## config.mk

```make
export PLATFORM = sky130hd
export DESIGN_NAME = pd_pluse_decoder
export DESIGN_NICKNAME = d
export VERILOG_FILES = /design/src/rtl/pd_pluse_decoder.sv
export SDC_FILE = /design/constraint.sdc
export NUM_CORES = 1
export LEC_CHECK = 0
export BUFFER_PORTS_ARGS = -buffer_cell sky130_fd_sc_hd__clkbuf_2
export CAP_MARGIN = 25
export CORE_MARGIN = 3
export CORE_UTILIZATION = 58
export DETAILED_ROUTE_END_ITERATION = 8
export GPL_TIMING_DRIVEN = 1
export PLACE_DENSITY = 0.82
export SKIP_CTS_REPAIR_TIMING = 1
export SLEW_MARGIN = 20
export SYNTH_ARGS = -nofsm -noshare
export SYNTH_HDL_FRONTEND = slang
export SYNTH_SLANG_ARGS = --single-unit
```

## constraint.sdc

```tcl
create_clock -name clk_sys -period 3.9 [get_ports clk_sys]
set_clock_uncertainty 0.1 [all_clocks]
set_input_delay 0.78 -clock clk_sys [delete_from_list [all_inputs] [get_ports clk_sys]]
set_output_delay 0.78 -clock clk_sys [all_outputs]
set_load 0.01 [all_outputs]
```

## src/rtl/pd_pluse_decoder.sv

```systemverilog
// rtl/pd_pluse_decoder.sv - pulse code word decoder: sync, window timestamping, record FIFO.
// Optional PD_DECODE_ERR_EN: reject multi-hot phase codes and count them on code_err/err_cnt.
module pd_pluse_decoder #(
  parameter int TS_W       = 12,
  parameter int FIFO_DEPTH = 8
) (
  input  logic             clk_sys,
  input  logic             rst_n,
  input  logic [5:0]       code_in,
  input  logic             arm,
  input  logic             rd_en,
  output logic [TS_W+3:0]  rd_data,
  output logic             empty,
  output logic             full,
  output logic             overflow,
  output logic             busy,
  output logic             done,
  output logic [7:0]       evt_cnt
`ifdef PD_DECODE_ERR_EN
  ,
  output logic             code_err,
  output logic [7:0]       err_cnt
`endif
);

  localparam int AW = $clog2(FIFO_DEPTH);
  localparam int RW = TS_W + 4;

  typedef enum logic [1:0] {
    S_IDLE  = 2'd0,
    S_ARMED = 2'd1,
    S_TRAIN = 2'd2
  } state_t;

  state_t state, state_n;

  logic [5:0] s1;
  logic [5:0] cs;
  logic [3:0] cp;   // {phase[2:0], start} of cs, one cycle older

  logic       ph_edge;
  logic [1:0] id_c;
  logic       d_ev;
  logic [1:0] d_id;
  logic       d_bb;
  logic       d_tetw;
  logic       d_rise;
  logic       d_fall;
`ifdef PD_DECODE_ERR_EN
  logic       multi_c;
  logic       d_multi;
  logic       err_ev;
`endif

  logic          arm_go;
  logic          start_train;
  logic          rec_ev;
  logic [TS_W-1:0] ts;

  logic [RW-1:0] mem [FIFO_DEPTH];
  logic [AW:0]   wptr;
  logic [AW:0]   rptr;
  logic [RW-1:0] rd_hold;
  logic [RW-1:0] rec;
  logic          pop;
  logic          wr_ok;
  logic          drop;

  always_ff @(posedge clk_sys) begin
    if (!rst_n) begin
      s1 <= '0;
      cs <= '0;
      cp <= '0;
    end else begin
      s1 <= code_in;
      cs <= s1;
      cp <= {cs[4:2], cs[0]};
    end
  end

  always_comb begin
    ph_edge = (cp[3:1] == 3'b000) && (cs[4:2] != 3'b000);
    if (cs[2])
      id_c = 2'd1;
    else if (cs[3])
      id_c = 2'd2;
    else
      id_c = 2'd3;
  end

`ifdef PD_DECODE_ERR_EN
  assign multi_c = ((cs[4:2] & (cs[4:2] - 3'd1)) != 3'b000);
`endif

  // Registered decode stage: the FSM and FIFO act one cycle after the edge is seen.
  always_ff @(posedge clk_sys) begin
    if (!rst_n) begin
      d_ev   <= 1'b0;
      d_id   <= 2'd0;
      d_bb   <= 1'b0;
      d_tetw <= 1'b0;
      d_rise <= 1'b0;
      d_fall <= 1'b0;
`ifdef PD_DECODE_ERR_EN
      d_multi <= 1'b0;
`endif
    end else begin
      d_ev   <= ph_edge;
      d_id   <= id_c;
      d_bb   <= cs[1];
      d_tetw <= cs[5];
      d_rise <= cs[0] & ~cp[0];
      d_fall <= ~cs[0] & cp[0];
`ifdef PD_DECODE_ERR_EN
      d_multi <= multi_c;
`endif
    end
  end

  always_ff @(posedge clk_sys) begin
    if (!rst_n)
      state <= S_IDLE;
    else
      state <= state_n;
  end

  always_comb begin
    state_n     = state;
    done        = 1'b0;
    arm_go      = 1'b0;
    start_train = 1'b0;
    case (state)
      S_IDLE: begin
        if (arm) begin
          state_n = S_ARMED;
          arm_go  = 1'b1;
        end
      end
      S_ARMED: begin
        if (d_rise) begin
          state_n     = S_TRAIN;
          start_train = 1'b1;
        end
      end
      S_TRAIN: begin
        if (d_fall) begin
          state_n = S_IDLE;
          done    = 1'b1;
        end
      end
      default: state_n = S_IDLE;
    endcase
  end

  assign busy = (state != S_IDLE);

`ifdef PD_DECODE_ERR_EN
  assign rec_ev = (state == S_TRAIN) && d_ev && !d_multi;
  assign err_ev = (state == S_TRAIN) && d_ev && d_multi;
`else
  assign rec_ev = (state == S_TRAIN) && d_ev;
`endif

  always_ff @(posedge clk_sys) begin
    if (!rst_n)
      ts <= '0;
    else if (arm_go || start_train)
      ts <= '0;
    else if ((state == S_TRAIN) && (ts != {TS_W{1'b1}}))
      ts <= ts + {{(TS_W-1){1'b0}}, 1'b1};
  end

  always_ff @(posedge clk_sys) begin
    if (!rst_n)
      evt_cnt <= 8'd0;
    else if (arm_go)
      evt_cnt <= 8'd0;
    else if (rec_ev && (evt_cnt != 8'hFF))
      evt_cnt <= evt_cnt + 8'd1;
  end

`ifdef PD_DECODE_ERR_EN
  always_ff @(posedge clk_sys) begin
    if (!rst_n) begin
      code_err <= 1'b0;
      err_cnt  <= 8'd0;
    end else if (arm_go) begin
      code_err <= 1'b0;
      err_cnt  <= 8'd0;
    end else if (err_ev) begin
      code_err <= 1'b1;
      if (err_cnt != 8'hFF)
        err_cnt <= err_cnt + 8'd1;
    end
  end
`endif

  // FIFO: pointers carry one wrap bit so full and empty are distinguishable.
  assign rec   = {d_id, d_bb, d_tetw, ts};
  assign empty = (wptr == rptr);
  assign full  = (wptr[AW] != rptr[AW]) && (wptr[AW-1:0] == rptr[AW-1:0]);
  assign pop   = rd_en && !empty;
  assign wr_ok = rec_ev && (!full || pop);
  assign drop  = rec_ev && full && !pop;

  always_ff @(posedge clk_sys) begin
    if (wr_ok)
      mem[wptr[AW-1:0]] <= rec;
  end

  always_ff @(posedge clk_sys) begin
    if (!rst_n) begin
      wptr    <= '0;
      rptr    <= '0;
      rd_hold <= '0;
    end else begin
      if (wr_ok)
        wptr <= wptr + {{AW{1'b0}}, 1'b1};
      if (pop) begin
        rptr    <= rptr + {{AW{1'b0}}, 1'b1};
        rd_hold <= mem[rptr[AW-1:0]];
      end
    end
  end

  // Once drained, keep presenting the last record popped.
  assign rd_data = empty ? rd_hold : mem[rptr[AW-1:0]];

  always_ff @(posedge clk_sys) begin
    if (!rst_n)
      overflow <= 1'b0;
    else if (arm_go)
      overflow <= 1'b0;
    else if (drop)
      overflow <= 1'b1;
  end

endmodule
```

### After elaboration in Yosys (flattened, before gate mapping)

Memories as Yosys holds them, arrays and structs flattened. A register that Yosys moved wholly into a read port is not among the register bits.
Cells that the tools add are included.

| cells by class | value |
|---|---|
| add/sub/neg operators | 4 |
| $mul | 0 |
| divide/modulo/power cells | 0 |
| $lt $le $gt $ge | 0 |
| eq/ne operators | 10 |
| shift-type cells | 0 |
| muxes and demuxes | 17 |
| bitwise logic cells | 5 |
| reduce and logical (&&, ||, !) cells | 22 |

Operators by type and width:

| cell | count |
|---|---|
| two-way mux 16 bit | 1 |
| adder 12 x 1 -> 12 bit, second input constant | 1 |
| != test 12 bit, second input constant | 1 |
| two-way mux 1 bit | 10 |
| logical AND 1 bit | 9 |
| adder 4 x 1 -> 4 bit, second input constant | 2 |
| adder 8 x 1 -> 8 bit, second input constant | 1 |
| != test 8 bit, second input constant | 1 |
| two-way mux 2 bit | 3 |
| two-way mux 3 bit | 2 |
| != test 2 bit, second input constant | 3 |
| case mux 2 bit (3 select lines) | 1 |
| OR reduction 2 bit | 3 |
| equality test 4 bit | 1 |
| equality test 3 bit | 1 |
| zero test 1 bit | 3 |
| zero test 3 bit | 1 |
| NOT 1 bit | 3 |
| AND reduction 3 bit | 1 |
| nonzero test 3 bit | 1 |
| bitwise AND 1 bit | 2 |
| equality test 2 x 1 -> 1 bit, second input constant | 1 |
| equality test 2 bit, second input constant | 1 |
| zero test 2 bit | 1 |
| other kinds (3) | 4 |

| word-level totals | value |
|---|---|
| flip-flop bits (word level) | 70 |
| bits in latches | 0 |
| memory bits (writable) | 128 |
| ROM bits | 0 |
| output and inout bits | 29 |
| logic and storage cells | 76 |
| memories | 1 |

Memories:

| name | words | width | rd ports | clocked after Yosys merged registers in | wr ports | line | source |
|---|---|---|---|---|---|---|---|
| mem | 8 | 16 | 1 | 1 | 1 | 60 | `logic [RW-1:0] mem [FIFO_DEPTH];` |

### Logic depth before layout (Yosys ltp)

| logic depth | value |
|---|---|
| word-level depth | 7 |
| mapped depth | 6 |
| mapped depth without buffers | 5 |

### Least setup slack after synthesis

Ideal clock, no wire load.

| timing | value |
|---|---|
| kind | input to register |
| from | in rd_en |
| to | mem mem[4][0] (netlist bit) (enable) |
| library setup time | 436 ps |
| arrival time | 2,660 ps |
| required time | 3,364 ps |
| path slack | 703 ps |
| cell stages on the path | 2 |
| path buffers | 0 |
| cells stage by stage | o21ai_4 nor4b_1 |

| on the way | value |
|---|---|
| word-level cells in the longest chain between the ends | 5 |

RTL lines:

| item | line | source |
|---|---|---|
| start: declaration | 11 | `input logic rd_en,` |
| logical AND 1 bit | 202 | `assign pop = rd_en && !empty;` |
| logical OR 1 bit | 203 | `assign wr_ok = rec_ev && (!full \|\| pop);` |
| logical AND 1 bit | 203 |  |
| two-way mux 1 bit | 207 | `if (wr_ok)` |
| two-way mux 1 bit (implied by the code) | 208 | `mem[wptr[AW-1:0]] <= rec;` |
| end: declaration | 60 |  |

Every way passes these cells.

==> results.md <==
Die:
- The horizontal extent of the die is 122 um.
- In this run the standard cell core region covers 12900 um^2.
- The number of top-level pins is 39.
- The row count is 41.
- The die covers 15000 um^2.
- For this configuration, the core starts out at a cell density of 0.608.
- The die is 122 um tall.

Critical path:
- Along the worst path, the maximum fanout reaches 20.
- For the worst flop-to-flop path, the logic depth is 5.
- The type of the worst setup path is reg -> out.
- At the worst endpoint, the required time is 3.02 ns.
- The slowest stage of the critical path is the sky130_fd_sc_hd__dfxtp_2 cell.
- The worst register-to-register path has a setup slack of 1.29 ns.
- The worst register-to-register path begins at wptr[2].
- The delay of the slowest cell on the worst path is 0.62 ns.
- The kind of start point of the critical path is a flop.
- The endpoint of the lowest-slack register-to-register path is mem[7][11].
- The arrival time at the worst endpoint is 2.45 ns.
- Walking the worst path, the cells encountered are buf_12 > mux4_2 > mux2i_1 > a21oi_1 > clkbuf_2.
- STA classifies the critical path endpoint as an output pin.

Placed design:
- The estimated wirelength of the detail-placed design is 9.03 mm.
- Input and output buffers added on the ports amount to 38.
- The global placer's final weighted congestion is 0.751.
- Summing all placed instances gives a cell area of 8290 um^2.

Synthesis:
- In this run the mean area of a mapped cell was 14.9 um^2.
- The share of synthesized area in the top cell type comes to 0.489.
- The sequential area share after synthesis is 0.675.
- The largest area contributor in the synthesized netlist is sky130_fd_sc_hd__edfxtp_1.
- Synthesis handed over a netlist of 527 instances.
- The share of synthesized flip-flops with an asynchronous set or reset is 0.
- Ranked by total cell area, the synthesized netlist is headed by sky130_fd_sc_hd__edfxtp_1 (49%), sky130_fd_sc_hd__dfxtp_1 (19%), sky130_fd_sc_hd__mux4_2 (9.2%).
- In this run, distinct cell masters in the synthesized netlist total 51.
- The register bit count reported by yosys is 201.
- The number of nets in the synthesized netlist is 541.
- Summing every instance area after synthesis gives 7860 um^2.
- Among all flip-flop cells after synthesis, the most frequent one is sky130_fd_sc_hd__edfxtp_1.
- During synthesis, Yosys emitted a total of 0 warnings.
- The number of enable-type register cells in the synthesized netlist is 128.

STA:
- The count of pins over their slew limit is 0.
- Setup total negative slack on the finished layout was measured at 0 ns.
- Setup repair after global routing left no endpoint under its margin.
- The worst-margin pin slew is 0.968 ns.
- The worst path in the final design needs a cycle of 3.33 ns, including I/O delays and setup.
- The worst pin sits at a relative slew slack of 0.352.
- The final number of setup-violating endpoints is 0.
- Based on the critical path, the design can be clocked at up to 301 MHz.
- The final critical-path share of the clock period is 0.853.
- The total count of hold-check failures in the final report came to 0.

Min path:
- For hold timing, the worst endpoint is d_rise.
- The type of the most critical hold path is reg -> reg.
- The source of the worst hold timing path is cp[0].
- The hold-critical path depth is 1.

Finish:
- The number of fill cells in the layout is 843.
- The count of inserted antenna diode cells is 0.
- At the end of the flow, the number of nets in the layout was 589.
- In the final layout, the share of cells above drive strength 1 is 0.237.
- From synthesis to final layout, the design area changed by 14.4%.
- The library cell used most frequently in the layout, excluding fill and tap cells, is sky130_fd_sc_hd__edfxtp_1.
- In the layout the commonest cells are sky130_fd_sc_hd__edfxtp_1 (128), sky130_fd_sc_hd__dfxtp_1 (72), sky130_fd_sc_hd__a21oi_1 (47).
- After routing the design area is 9000 um^2.

Power and ir drop:
- The reported leakage power is 2.94 nW.
- For this design the ratio of total power to cell area is 467 nW/um^2.
- The maximum ir drop on the vdd rail is 0.000366 V.

GRT:
- The total congestion overflow after global routing is 0.
- Entering global routing, the biggest net connects 38 pins.
- For this run, the total global-route usage over all layers was measured as 0.208.
- The number of global-route vias before repair is 4597.
- The initial antenna violation count is 0.
- The wire length of the first global-routing pass is 23.9 mm.

Routing:
- The via count of the routed design is 4565.
- Wires add up to 15.0 mm.
- After detailed routing, the average wire length per cell comes to 19.7 um.
- In the routed layout, each cell is associated on average with a via count of 5.99.
- The number of nets still failing antenna checks after routing is 0.
- The detailed router finished its first iteration with 417 violations.
- After detailed routing, the number of remaining DRC violations is 0.
- The length of the first detailed-routing pass in iterations is 5.

Clock tree:
- The later-pin clock latency in the skew report is 0.49 ns.
- Clock-pin slew was measured on the worst setup and hold paths at 0.06 ns.
- TritonCTS built the clock tree.
- In this run the number of H-tree levels came out at 1.
- CTS placed an instance of sky130_fd_sc_hd__clkbuf_16 at the clock tree root.
- For this design, the sink count on the clock tree is 201.
- The number of buffers created by CTS is 21.
- The clock passes through at most 3 buffers.

Outcome:
- The flow ran to the end, and the final reports show no timing, DRC or antenna violations.

Flow run:
- The number of maximum-capacitance constraint violations is 0.
## kinds of logic after synthesis
kind of cell               synth area share
muxes                                 0.122
DFF                                   0.675
adders and majority gates           0.00636
and+or+nand+nor                      0.0994
xor gates and xnor gates            0.00987
AOI/OAI and AO/OA                    0.0676
buffers and inverters                0.0199
## registers in the layout, summed over array words and instances (netlist names), 2 cells and up, named ones only
signal / flops
cp: 4
cs: 6
d_id: 2
evt_cnt: 8
mem: 128
rd_hold: 16
rptr: 4
s1: 6
state: 2
ts: 12
wptr: 4
## routing by layer
layer	GRT usage	part of all wire	vias up	wire, um
met2	0.362	0.51	128	7740
met5	0	0	-	0
li1	-	-	2123	-
met1	0.272	0.42	2287	6270
met3	0.0313	0.047	27	702
met4	0.0616	0.022	0	330
## worst max path at each step
stage,to,start,cells after the start,slack (ns)
4_1_cts,rd_data[2],flop,5,0.51
6_report,rd_data[2],flop,5,0.57
3_5_place_dp,rd_data[2],flop,5,1.07
2_1_floorplan,mem[4][0],rd_en,2,0.70
5_1_grt,rd_data[2],flop,5,0.40
3_3_place_gp,rd_data[2],flop,5,1.10
## critical path, delay by kind of cell, from the launching register on
| family | cells | cell delay (ns) |
|---|---|---|
| AO/OA/AOI/OAI | 1 | 0.13 |
| buffers and inverters | 2 | 0.41 |
| flip-flops | 1 | 0.62 |
| multiplexers | 2 | 0.77 |
## Yosys cell counts (all sizes together), types with 3 or more instances
cell type  instances
a21oi             48
ha                 4
xnor2              5
o31ai              8
nand2             18
inv                8
nor3               7
nand3              9
nand2b             4
xor2               3
buf               13
dfxtp             73
nor4b              6
clkbuf            13
and2              20
nor2              29
or4                8
edfxtp           128
mux4              32
or3                6
o21ai             25
mux2i             24
nand3b             4
a31oi              3
o211ai             3
nand4              9
## layout make-up
| class | instances | area, um^2 | area share |
|---|---|---|---|
| sequential | 201 | 5310 | 0.590 |
| multi-input combinational | 291 | 2450 | 0.272 |
| clock buffer | 28 | 592 | 0.0658 |
| timing repair buffer | 51 | 320 | 0.0356 |
| tap | 172 | 215 | 0.0239 |
| clock inverter | 10 | 83.8 | 0.00932 |
| inverter | 9 | 33.8 | 0.00375 |
## stage by stage
stage               cells  power (mW)  hold slack, ns  worst slack, ns  utilization
floorplan             527        2.33           0.274            0.703            -
global placement      723        2.35           0.280             1.10        0.641
detailed placement    723        2.35           0.302             1.07        0.641
CTS                   761        4.25           0.315            0.509        0.694
global route          762        4.34           0.317            0.399        0.696
finish                762        4.21           0.308            0.575        0.696
## power by group
group	internal, mW	switching [mW]
logic	0.0177	0.0274
registers	2.25	0.00873
clock network	1.14	0.764
Power figures use the tool's default switching activity.
